<file path="config.mk">
export PLATFORM = sky130hd
export DESIGN_NAME = reg_wb_arbiter
export DESIGN_NICKNAME = d
export VERILOG_FILES = /design/src/rtl/reg_wb_arbiter.sv
export SDC_FILE = /design/constraint.sdc
export NUM_CORES = 1
export LEC_CHECK = 0
export ABC_AREA = 1
export BUFFER_PORTS_ARGS = -buffer_cell sky130_fd_sc_hd__buf_2
export CAP_MARGIN = 20
export CORE_UTILIZATION = 46
export CTS_CLUSTER_DIAMETER = 30
export CTS_CLUSTER_SIZE = 8
export DETAILED_ROUTE_END_ITERATION = 8
export PLACE_DENSITY = 0.81
export SLEW_MARGIN = 20
export SYNTH_ARGS = -nofsm -noshare
export SYNTH_HDL_FRONTEND = slang
export SYNTH_SLANG_ARGS = --single-unit
</file>
<file path="constraint.sdc">
create_clock -name clk -period 3.1 [get_ports clk]
set_input_delay 0.31 -clock clk [delete_from_list [all_inputs] [get_ports clk]]
set_output_delay 0.31 -clock clk [all_outputs]
set_load 0.01 [all_outputs]
</file>
<file path="src/rtl/reg_wb_arbiter.sv">
// Writeback arbiter for the 32x32 register file write port.
// Round-robin selects one of N_REQ requesters per cycle, registers the winning
// write onto wen/waddr/wdata, and keeps a pending-write scoreboard that issue
// logic uses to stall on RAW hazards against writes still in flight.
module reg_wb_arbiter #(
    parameter int N_REQ      = 3,
    parameter int DATA_WIDTH = 32,
    parameter int ADDR_WIDTH = 5
) (
    input  logic                          clk,
    input  logic                          rst,
    input  logic [N_REQ-1:0]              req_valid,
    output logic [N_REQ-1:0]              req_ready,
    input  logic [N_REQ*ADDR_WIDTH-1:0]   req_addr,
    input  logic [N_REQ*DATA_WIDTH-1:0]   req_data,
    output logic                          wen,
    output logic [ADDR_WIDTH-1:0]         waddr,
    output logic [DATA_WIDTH-1:0]         wdata,
    input  logic                          sb_set_valid,
    input  logic [ADDR_WIDTH-1:0]         sb_set_addr,
    output logic [(1<<ADDR_WIDTH)-1:0]    pending
);

    localparam int              PTR_W     = (N_REQ > 1) ? $clog2(N_REQ) : 1;
    localparam int              N_REGS    = 1 << ADDR_WIDTH;
    localparam logic [PTR_W:0]  N_REQ_EXT = (PTR_W + 1)'(N_REQ);
    localparam logic [PTR_W-1:0] PTR_ONE  = PTR_W'(1);

    // Round-robin pointer: the requester searched first this cycle.
    logic [PTR_W-1:0]      ptr_q;
    logic [PTR_W-1:0]      ptr_d;

    // Arbitration result.
    logic                  found_s;
    logic [PTR_W-1:0]      grant_idx_s;
    logic [PTR_W-1:0]      cand_s;
    logic [ADDR_WIDTH-1:0] sel_addr_s;
    logic [DATA_WIDTH-1:0] sel_data_s;

    // Registered write port.
    logic                  wen_q;
    logic                  wen_d;
    logic [ADDR_WIDTH-1:0] waddr_q;
    logic [ADDR_WIDTH-1:0] waddr_d;
    logic [DATA_WIDTH-1:0] wdata_q;
    logic [DATA_WIDTH-1:0] wdata_d;

    // Scoreboard of outstanding writes.
    logic [N_REGS-1:0]     pending_q;
    logic [N_REGS-1:0]     pending_d;

    // Index addition modulo N_REQ; the wrap is explicit so non-power-of-two
    // requester counts never select a non-existent requester.
    function automatic logic [PTR_W-1:0] wrap_add(input logic [PTR_W-1:0] base,
                                                  input logic [PTR_W-1:0] off);
        logic [PTR_W:0] sum;
        sum = {1'b0, base} + {1'b0, off};
        if (sum >= N_REQ_EXT) begin
            sum = sum - N_REQ_EXT;
        end else begin
            sum = sum;
        end
        return sum[PTR_W-1:0];
    endfunction

    // Search from ptr upward (wrapping) and pick the first valid requester.
    always_comb begin
        found_s     = 1'b0;
        grant_idx_s = {PTR_W{1'b0}};
        cand_s      = {PTR_W{1'b0}};
        for (int k = 0; k < N_REQ; k++) begin
            cand_s = wrap_add(ptr_q, PTR_W'(k));
            if (!found_s && req_valid[cand_s]) begin
                found_s     = 1'b1;
                grant_idx_s = cand_s;
            end else begin
                found_s     = found_s;
            end
        end
    end

    // One-hot ready for the winner and mux of its payload.
    always_comb begin
        req_ready  = {N_REQ{1'b0}};
        sel_addr_s = {ADDR_WIDTH{1'b0}};
        sel_data_s = {DATA_WIDTH{1'b0}};
        for (int i = 0; i < N_REQ; i++) begin
            if (grant_idx_s == PTR_W'(i)) begin
                req_ready[i] = found_s;
                sel_addr_s   = req_addr[i*ADDR_WIDTH +: ADDR_WIDTH];
                sel_data_s   = req_data[i*DATA_WIDTH +: DATA_WIDTH];
            end else begin
                req_ready[i] = 1'b0;
            end
        end
    end

    // Next pointer: one past the winner, or hold when nobody was granted.
    always_comb begin
        if (found_s) begin
            ptr_d = wrap_add(grant_idx_s, PTR_ONE);
        end else begin
            ptr_d = ptr_q;
        end
    end

    // Next write-port value; writes to register 0 are consumed but suppressed.
    always_comb begin
        if (found_s) begin
            wen_d   = (sel_addr_s != {ADDR_WIDTH{1'b0}});
            waddr_d = sel_addr_s;
            wdata_d = sel_data_s;
        end else begin
            wen_d   = 1'b0;
            waddr_d = waddr_q;
            wdata_d = wdata_q;
        end
    end

    // Scoreboard update: retire the write on the port now, then apply a new
    // issue-side set so a fresh producer to the same register keeps it pending.
    always_comb begin
        pending_d = pending_q;
        if (wen_q) begin
            pending_d[waddr_q] = 1'b0;
        end else begin
            pending_d = pending_d;
        end
        if (sb_set_valid && (sb_set_addr != {ADDR_WIDTH{1'b0}})) begin
            pending_d[sb_set_addr] = 1'b1;
        end else begin
            pending_d = pending_d;
        end
        pending_d[0] = 1'b0;
    end

    // State registers: pointer, write port and scoreboard.
    always_ff @(posedge clk) begin
        if (rst) begin
            ptr_q     <= {PTR_W{1'b0}};
            wen_q     <= 1'b0;
            waddr_q   <= {ADDR_WIDTH{1'b0}};
            wdata_q   <= {DATA_WIDTH{1'b0}};
            pending_q <= {N_REGS{1'b0}};
        end else begin
            ptr_q     <= ptr_d;
            wen_q     <= wen_d;
            waddr_q   <= waddr_d;
            wdata_q   <= wdata_d;
            pending_q <= pending_d;
        end
    end

    assign wen     = wen_q;
    assign waddr   = waddr_q;
    assign wdata   = wdata_q;
    assign pending = pending_q;

endmodule

</file>
==> results of run 1 <==
==> flip-flops by register name (all words and copies together) (netlist names) <==
register / flops
pending: 31
wen: 1
ptr_q: 2
waddr: 5
wdata: 32
==> metal layers <==
metal | wire [µm] | vias up | GRT usage
met4 | 165 | 0 | 0.100
li1 | - | 2271 | -
met3 | 898 | 16 | 0.0698
met5 | 0 | - | 0
met2 | 5930 | 200 | 0.465
met1 | 4680 | 1998 | 0.317
==> worst register-to-register path, delay by kind of cell (launching register included) <==
| family | cells | cell delay (ns) |
|---|---|---|
| fa+ha+maj | 2 | 0.63 |
| compound gates | 1 | 0.10 |
| flops | 1 | 0.37 |
| buf+inv | 4 | 0.45 |
| simple gates | 13 | 1.15 |
==> report_power, final <==
part	switching (mW)	internal (mW)
combinational	2.77	1.58
clock	0.359	0.447
sequential	0.143	1.15
total	3.27	3.17
==> metrics by stage <==
step | area, µm² | std cells
floorplan | 3760 | 593
global placement | 4730 | 863
detailed placement | 4730 | 863
CTS | 4940 | 878
global route | 4980 | 879
finish | 4980 | 879
==> cells by family (layout without fill, tap and decap cells) <==
kind of cell,Yosys count,count (layout),share of synthesized area
AO/OA/AOI/OAI,145,145,0.193
AND/OR/NAND/NOR,305,305,0.324
flip-flops,71,71,0.378
adder cells (fa/ha/maj),7,7,0.0233
buffers and inverters,64,248,0.0811
other,1,1,0.000997
==> cells in the mapped netlist <==
cell type,count
or2_2,2
ha_1,7
conb_1,1
buf_4,4
nand2_2,1
a31oi_1,1
nor2_1,73
inv_2,2
a21oi_1,69
buf_2,10
clkbuf_1,12
inv_1,31
o21ai_1,7
dfxtp_1,71
nand2_1,194
o21ai_0,68
nand3_1,18
nor3_1,13
buf_6,5
nand3_4,1
nand4_1,2
nor2_4,1
==> area by class of cell <==
class | count | share of cell area
multi-input cells | 458 | 0.411
flip-flops and latches | 71 | 0.285
repair buffers | 199 | 0.209
inverters | 33 | 0.0256
well taps | 102 | 0.0256
clock buffers | 9 | 0.0249
clock inverters | 6 | 0.0173
repair inverters | 1 | 0.00100
==> worst max path at each step <==
| stage | start | to | cells after the start |
|---|---|---|---|
| 2_1_floorplan | ptr_q[0]$_SDFFE_PP0N_ | req_ready[1] | 14 |
| 3_3_place_gp | ptr_q[0]$_SDFFE_PP0N_ | wdata[11]$_SDFFE_PP0N_ | 17 |
| 3_5_place_dp | ptr_q[0]$_SDFFE_PP0N_ | waddr[4]$_SDFFE_PP0N_ | 19 |
| 4_1_cts | ptr_q[0]$_SDFFE_PP0N_ | req_ready[2] | 14 |
| 5_1_grt | ptr_q[0]$_SDFFE_PP0N_ | req_ready[2] | 15 |
| 6_report | ptr_q[0]$_SDFFE_PP0N_ | req_ready[2] | 15 |
==> flow_summary.ini, run 1 <==
[logic_synthesis]
postSynthAreaPerCell_um2 = 6.34
ys_seq_area_frac = 0.378
synth-seq-cells = 71
synth_nets = 722
yosysTopAreaCell = dfxtp_1
synth_top_area_frac = 0.378
yosys_warnings = 0
synthDistinctLibCells = 22
netlist_area_mm2 = 0.00376
synth_cells = 593
synthTopCellsByArea = dfxtp_1, nand2_1, a21oi_1

[timing]
period_minus_slack_ns = 2.92
rsz0062_at_grt = yes
finalCritPeriodShare = 0.941
final-setup-viol-count = 0
fin_setup_tns_ns = 0
slew_headroom = 0.293
max_freq_mhz = 343
worstMarginPinSlew_ns = 1.05
hold_viol = 0
skew_ns = 0.00814
hold_slack_ns = 0.293
setup_slack_ns = 0.182
slew_viol_final = 0

[global_route]
grt_pass1_wl_mm = 18.3
grt_max_degree = 45
grt_use_total = 0.269
grt_pass1_vias = 3946
grt_remaining_overflow = 0
antenna_found_initial = 0

[detailed_routing]
drt_wl_total_mm = 11.7
ant_nets = 0
drt-vias-per-instance = 5.10
num_vias = 4485
dr.pass1.iters = 4
drt_iter0_markers = 194
drc = 0
wl_per_cell_um = 13.3

[worst_setup_path]
cp-start-kind = flip-flop
reg2reg_slack_ns = 0.32
cp_max_fo = 38
r2r-end = waddr[4]$_SDFFE_PP0N_
rr_worst_depth = 20
criticalPathCategory = flip-flop to primary output
crit_required_ns = 2.79
crit_chain = inv_1 > ha_2 > inv_2 > nand2_1 > nand3_1 > nand2_2 > nand2_1 > nor2_1 > nand2_1 > nand2_1 > ha_2 > buf_12 > nand2_1 > inv_1 > buf_2
worst_setup_path_end_kind = primary output
cpPeakStageDelay_ns = 0.39
path_buf_inv = 5
crit_family = simple AND/OR/NAND/NOR gates
critPathSlowestCell = ha_2
cp_common_cell = nand2_1
cp.arrival_ns = 2.61
rr_startpoint = ptr_q[0]$_SDFFE_PP0N_

[power]
leakage_nw = 2.71
max-vdd-ir-drop_v = 0.000742
p_per_area_mw_per_mm2 = 1290
fin_total_pwr_mw = 6.44

[die]
initial_core_util = 0.482
die_h_um = 92.4
num_io_pins = 195
fp.dieArea_mm2 = 0.00855
row_count = 32
core_mm2 = 0.00781
die_w_um = 92.4

[outcome]
outcome = completed

[clock_network]
cts_tree = yes
clk_latency_ns = 0.34
cts_resized = 0
hold_buffers = 0
clockRootBuffer = clkbuf_8
clock_sinks = 71
cts_setup_buffers = 0
clkTransAtPathRegs_ns = 0.08
cts_buffer_depth = 2
cts-htree-levels = 3
numCtsBuffers = 9

[placed_design]
dpl.hpwl_mm = 8.76
place_ws_ns = 0.218
gp_congestion = 0.894
numPortBuffers = 193

[worst_hold_path]
min-delay-start = req_data[71]
holdPathStages = 5
hold_path_class = primary input to flip-flop
min_to = wdata[7]$_SDFFE_PP0N_

[run]
timing.max_cap.violations = 0

[finish]
utilization = 0.638
multi_input_area_mm2 = 0.00205
final_nets = 902
antennaDiodeCount = 0
register_area_mm2 = 0.00142
drive_gt1_frac = 0.293
layout_common_cells = nand2_1, buf_2, nor2_1
syn_to_final_growth_pct = 32.4
fill_cells = 760
Power figures use the tool's default switching activity.
==> run 2, diff against run 1 <==
CORE_ASPECT_RATIO = 0.75   (was default)
SKIP_CTS_REPAIR_TIMING = 1   (was default)
==> flow_summary.ini, run 2 (synthesis results as in run 1) <==
[power]
p_per_area_mw_per_mm2 = 1300
max-vdd-ir-drop_v = 0.000937
power.internal_mw = 3.29
power.share.combinational = 0.670
sw_frac_of_total = 0.499
power_frac_clock = 0.134
leakage_nw = 2.73
pwr-share-seq = 0.196
p_sw_mw = 3.27

[clock_network]
cts_tree = yes
clk_latency_ns = 0.34
clkTransAtPathRegs_ns = 0.07
cts-htree-levels = 3
numCtsBuffers = 9
clock_sinks = 71
cts_buffer_depth = 2
clockRootBuffer = clkbuf_8

[placed_design]
dpl.hpwl_mm = 8.74
numPortBuffers = 193
post_dp_cell_area_mm2 = 0.00474
gp_congestion = 0.848
place_ws_ns = 0.109

[timing]
fin_setup_tns_ns = 0
rsz0062_at_grt = no
setup_slack_ns = 0.230
finalCritPeriodShare = 0.926
skew_ns = 0.0125
slew_headroom = 0.270
period_minus_slack_ns = 2.87
worstMarginPinSlew_ns = 1.09
slew_viol_final = 0
final-setup-viol-count = 0
max_freq_mhz = 348
hold_viol = 0

[detailed_routing]
routed-wl-met2_mm = 5.72
drt_iter0_markers = 254
drc = 0
ant_nets = 0
routed.top_layer = met4
num_vias = 4559
wl_met1_mm = 5.12
drt_wl_total_mm = 11.9
routed-wl-met3_um = 888
dr.pass1.iters = 5
drt-vias-per-instance = 5.16
wl_per_cell_um = 13.4

[worst_setup_path]
criticalPathCategory = flip-flop to primary output
cp.arrival_ns = 2.56
crit_required_ns = 2.79
crit_chain = inv_1 > ha_4 > inv_2 > nand2_1 > nand3_1 > nand2_2 > nand2_1 > nor2_1 > nand2_1 > nand3_1 > inv_1 > ha_2 > buf_12 > nand2_1 > inv_1 > buf_2
critPathSlowestCell = dfxtp_2
worst_setup_path_end_kind = primary output
cpPeakStageDelay_ns = 0.36
cp_max_fo = 38
cp_common_cell = nand2_1
path_buf_inv = 6
cp-start-kind = flip-flop
crit_family = simple AND/OR/NAND/NOR gates

[die]
num_io_pins = 195
die_w_um = 106
core_mm2 = 0.00792
row_count = 28
fp.dieArea_mm2 = 0.00855
initial_core_util = 0.475
die_h_um = 80.3

[finish]
layout_common_cells = nand2_1, buf_2, nor2_1
final_area_mm2 = 0.00503
syn_to_final_growth_pct = 33.7
register_area_mm2 = 0.00142
antennaDiodeCount = 0
final_nets = 903
fill_cells = 737
drive_gt1_frac = 0.298
largest_reg_flops = 32
multi_input_area_mm2 = 0.00206
utilization = 0.635

[global_route]
grt_use_total = 0.279
grt_pass1_vias = 4193
grt_remaining_overflow = 0
grt_max_degree = 40
antenna_found_initial = 0
grt_pass1_wl_mm = 18.9

[worst_hold_path]
hold_path_class = primary input to flip-flop

[run]
timing.max_cap.violations = 0

[outcome]
outcome = completed
-- run 2: cell count changes in the layout (fill, tap and decap cells not counted), sizes merged --
| cell | change |
|---|---|
| buf | +1 |
| bufinv | +1 |
| clkbuf | +1 |
| clkinvlp | -1 |
-- run 2: through the flow --
step,power (mW),instances,hold slack (ns)
finish,6.56,884,0.314
global route,7.31,884,0.329
CTS,6.45,883,0.299
detailed placement,5.56,867,0.465
global placement,5.38,867,0.457
floorplan,4.56,593,0.494
-- run 2: worst paths after layout --
| path | from | endpoint | slack, ns | cells after the start |
|---|---|---|---|---|
| setup / recovery | ptr_q[0]$_SDFFE_PP0N_ | req_ready[2] | 0.23 | 16 |
| hold / removal | req_data[94] | wdata[30]$_SDFFE_PP0N_ | 0.31 | 5 |
| setup reg to reg | ptr_q[0]$_SDFFE_PP0N_ | wen$_SDFF_PP0_ | 0.38 | 19 |
| hold reg to reg | pending[27]$_SDFF_PP0_ | pending[27]$_SDFF_PP0_ | 0.47 | 2 |
-- run 2: per-layer routing --
layer / vias to the layer above / global-route usage
li1: 2282 / -
met1: 2062 / 0.344
met2: 197 / 0.477
met3: 18 / 0.0698
met4: 0 / 0.0918
met5: - / 0
-- run 2: layout make-up --
type,count,share of cell area
Clock buffer,10,0.0254
Clock inverter,6,0.0216
Inverter,33,0.0254
Multi-Input combinational cell,458,0.410
Sequential cell,71,0.283
Tap cell,105,0.0261
Timing Repair Buffer,200,0.207
Timing Repair inverter,1,0.000995
-- run 2: worst reg2reg max path: stages (launching register included) --
cell and delay, ns:
dfxtp_2 0.36, inv_1 0.09, ha_4 0.31, inv_2 0.04, nand2_1 0.05, nand3_1 0.10, nand2_2 0.12, nand2_1 0.07
nor2_1 0.14, nand2_1 0.08, nand2_1 0.09, inv_1 0.06, ha_1 0.24, buf_4 0.28, a21oi_1 0.21, nand2_1 0.06
o21ai_0 0.10, nand2_1 0.09, nor2_1 0.11, nor2_1 0.04
-- run 2: power groups by stage --
stage               Sequential [mW]  Clock, mW  Combinational, mW
finish                         1.29      0.878               4.40
global route                   1.31      0.938               5.06
CTS                            1.28      0.892               4.28
detailed placement             1.30          0               4.26
global placement               1.29          0               4.09
floorplan                      1.37          0               3.19
==> run 3, diff against run 2 <==
CORE_MARGIN = 4   (was default)
GPL_TIMING_DRIVEN = 0   (was default)
==> flow_summary.ini, run 3 (synthesis results as in run 1) <==
[timing]
slew_headroom = 0.262
finalCritPeriodShare = 0.948
slew_viol_final = 0
worstMarginPinSlew_ns = 1.10
skew_ns = 0.0118
period_minus_slack_ns = 2.94
fin_setup_tns_ns = 0
final-setup-viol-count = 0
hold_viol = 0
max_freq_mhz = 340

[finish]
fill_cells = 764
register_area_mm2 = 0.00142
drive_gt1_frac = 0.303
final_nets = 926
antennaDiodeCount = 0
final_common_cell = buf_2
layout_common_cells = buf_2, nand2_1, nor2_1
syn_to_final_growth_pct = 37.7
instances_no_fill = 907
final_area_mm2 = 0.00518
largest_reg_flops = 32
multi_input_area_mm2 = 0.00207

[die]
die_w_um = 112
row_count = 28
core_mm2 = 0.00792
num_io_pins = 195
die_h_um = 86.3
fp.dieArea_mm2 = 0.00970
initial_core_util = 0.475

[worst_setup_path]
cp.arrival_ns = 2.63
r2r-end = wdata[16]$_SDFFE_PP0N_
criticalPathCategory = flip-flop to primary output
worstSetupPathDepth = 15
rr_worst_depth = 18
cpPeakStageDelay_ns = 0.36
crit_family = simple AND/OR/NAND/NOR gates
worst_setup_path_end_kind = primary output
cp_max_fo = 19
crit_chain = inv_1 > ha_4 > inv_2 > nand2_1 > nand3_2 > nand2_2 > nand2_1 > nor2_1 > nand2_1 > nand3_2 > ha_2 > clkbuf_4 > nand2_1 > inv_1 > buf_2
rr_startpoint = ptr_q[0]$_SDFFE_PP0N_
path_buf_inv = 5
critPathCapture = req_ready[1]
crit_start = ptr_q[0]$_SDFFE_PP0N_
critPathSlowestCell = dfxtp_2
cp_common_cell = nand2_1
cp-start-kind = flip-flop
crit_required_ns = 2.79
reg2reg_slack_ns = 0.31

[clock_network]
cts_tree = yes
cts_buffer_depth = 2
clock_sinks = 71
numCtsBuffers = 9
clk_latency_ns = 0.34
clkTransAtPathRegs_ns = 0.08
clockRootBuffer = clkbuf_8
cts-htree-levels = 3

[global_route]
grt_pass1_wl_mm = 19.6
grt_use_total = 0.248
grt_remaining_overflow = 0
grt_max_degree = 13
grt_pass1_vias = 4285
antenna_found_initial = 0

[detailed_routing]
drt_iter0_markers = 284
num_vias = 4689
ant_nets = 0
drc = 0
dr.pass1.iters = 5
drt-vias-per-instance = 5.17
wl_per_cell_um = 13.9
drt_wl_total_mm = 12.6

[placed_design]
post_dp_cell_area_mm2 = 0.00485
dp_cells = 890
gp_congestion = 0.918
numPortBuffers = 192
dpl.hpwl_mm = 9.79

[power]
fin_total_pwr_mw = 6.89
leakage_nw = 2.82
p_per_area_mw_per_mm2 = 1330
max-vdd-ir-drop_v = 0.000921

[worst_hold_path]
hold_path_class = primary input to flip-flop

[run]
timing.max_cap.violations = 0

[outcome]
outcome = completed
-- run 3: cell count changes in the layout (fill, tap and decap cells not counted), moves of 2 or more --
| cell | previous run | this run |
|---|---|---|
| clkinv_2 | 2 | 0 |
| nand3_1 | 18 | 16 |
| nand3_2 | 0 | 2 |
| buf_6 | 0 | 6 |
| buf_2 | 193 | 199 |
| buf_12 | 2 | 0 |
| clkbuf_1 | 1 | 13 |
| inv_1 | 29 | 31 |
-- run 3: layer usage --
metal,vias to the layer above,wire length [µm],share of wire,GRT usage
li1,2325,-,-,-
met1,2107,5020,0.40,0.306
met2,232,6010,0.48,0.416
met3,25,1320,0.10,0.0775
met4,0,225,0.018,0.0786
met5,-,0,0,0
-- run 3: worst min path at each step --
stage / start / to / slack (ns) / depth (start not counted)
final: req_data[87] / wdata[23]$_SDFFE_PP0N_ / 0.30 / 5
after global routing: req_data[85] / wdata[21]$_SDFFE_PP0N_ / 0.34 / 5
after CTS: req_data[87] / wdata[23]$_SDFFE_PP0N_ / 0.28 / 5
after detailed placement: wdata[5]$_SDFFE_PP0N_ / wdata[5]$_SDFFE_PP0N_ / 0.46 / 2
after global placement: pending[12]$_SDFF_PP0_ / pending[12]$_SDFF_PP0_ / 0.46 / 2
after floorplan: pending[12]$_SDFF_PP0_ / pending[12]$_SDFF_PP0_ / 0.49 / 2
-- run 3: area by class of cell --
type,instances,share of cell area
timing repair buffer,194,0.188
multi-input combinational,458,0.400
inverter,33,0.0239
clock buffer,11,0.0273
clock inverter,5,0.0249
tap,105,0.0254
sequential,71,0.275
buffer,30,0.0357
-- run 3: power by group --
part	switching [mW]	leakage, nW	internal [mW]	total (mW)
registers	0.138	0.583	1.15	1.29
logic	2.92	2.10	1.70	4.62
clock network	0.341	0.134	0.640	0.981
total	3.40	2.82	3.48	6.89
-- run 3: worst min-delay path, stage by stage --
cell	delay, ns
buf_2	0.07
o21ai_0	0.06
nand2_1	0.06
nand2_1	0.04
nor2_1	0.07
-- run 3: per-stage QoR --
| step | setup slack (ns) | hold WS (ns) | util |
|---|---|---|---|
| after floorplan | 0.652 | 0.494 | - |
| after global placement | 0.249 | 0.458 | 0.613 |
| after detailed placement | 0.0947 | 0.465 | 0.613 |
| after CTS | -0.257 | 0.283 | 0.647 |
| after global routing | -0.00974 | 0.336 | 0.654 |
| final | 0.162 | 0.297 | 0.654 |
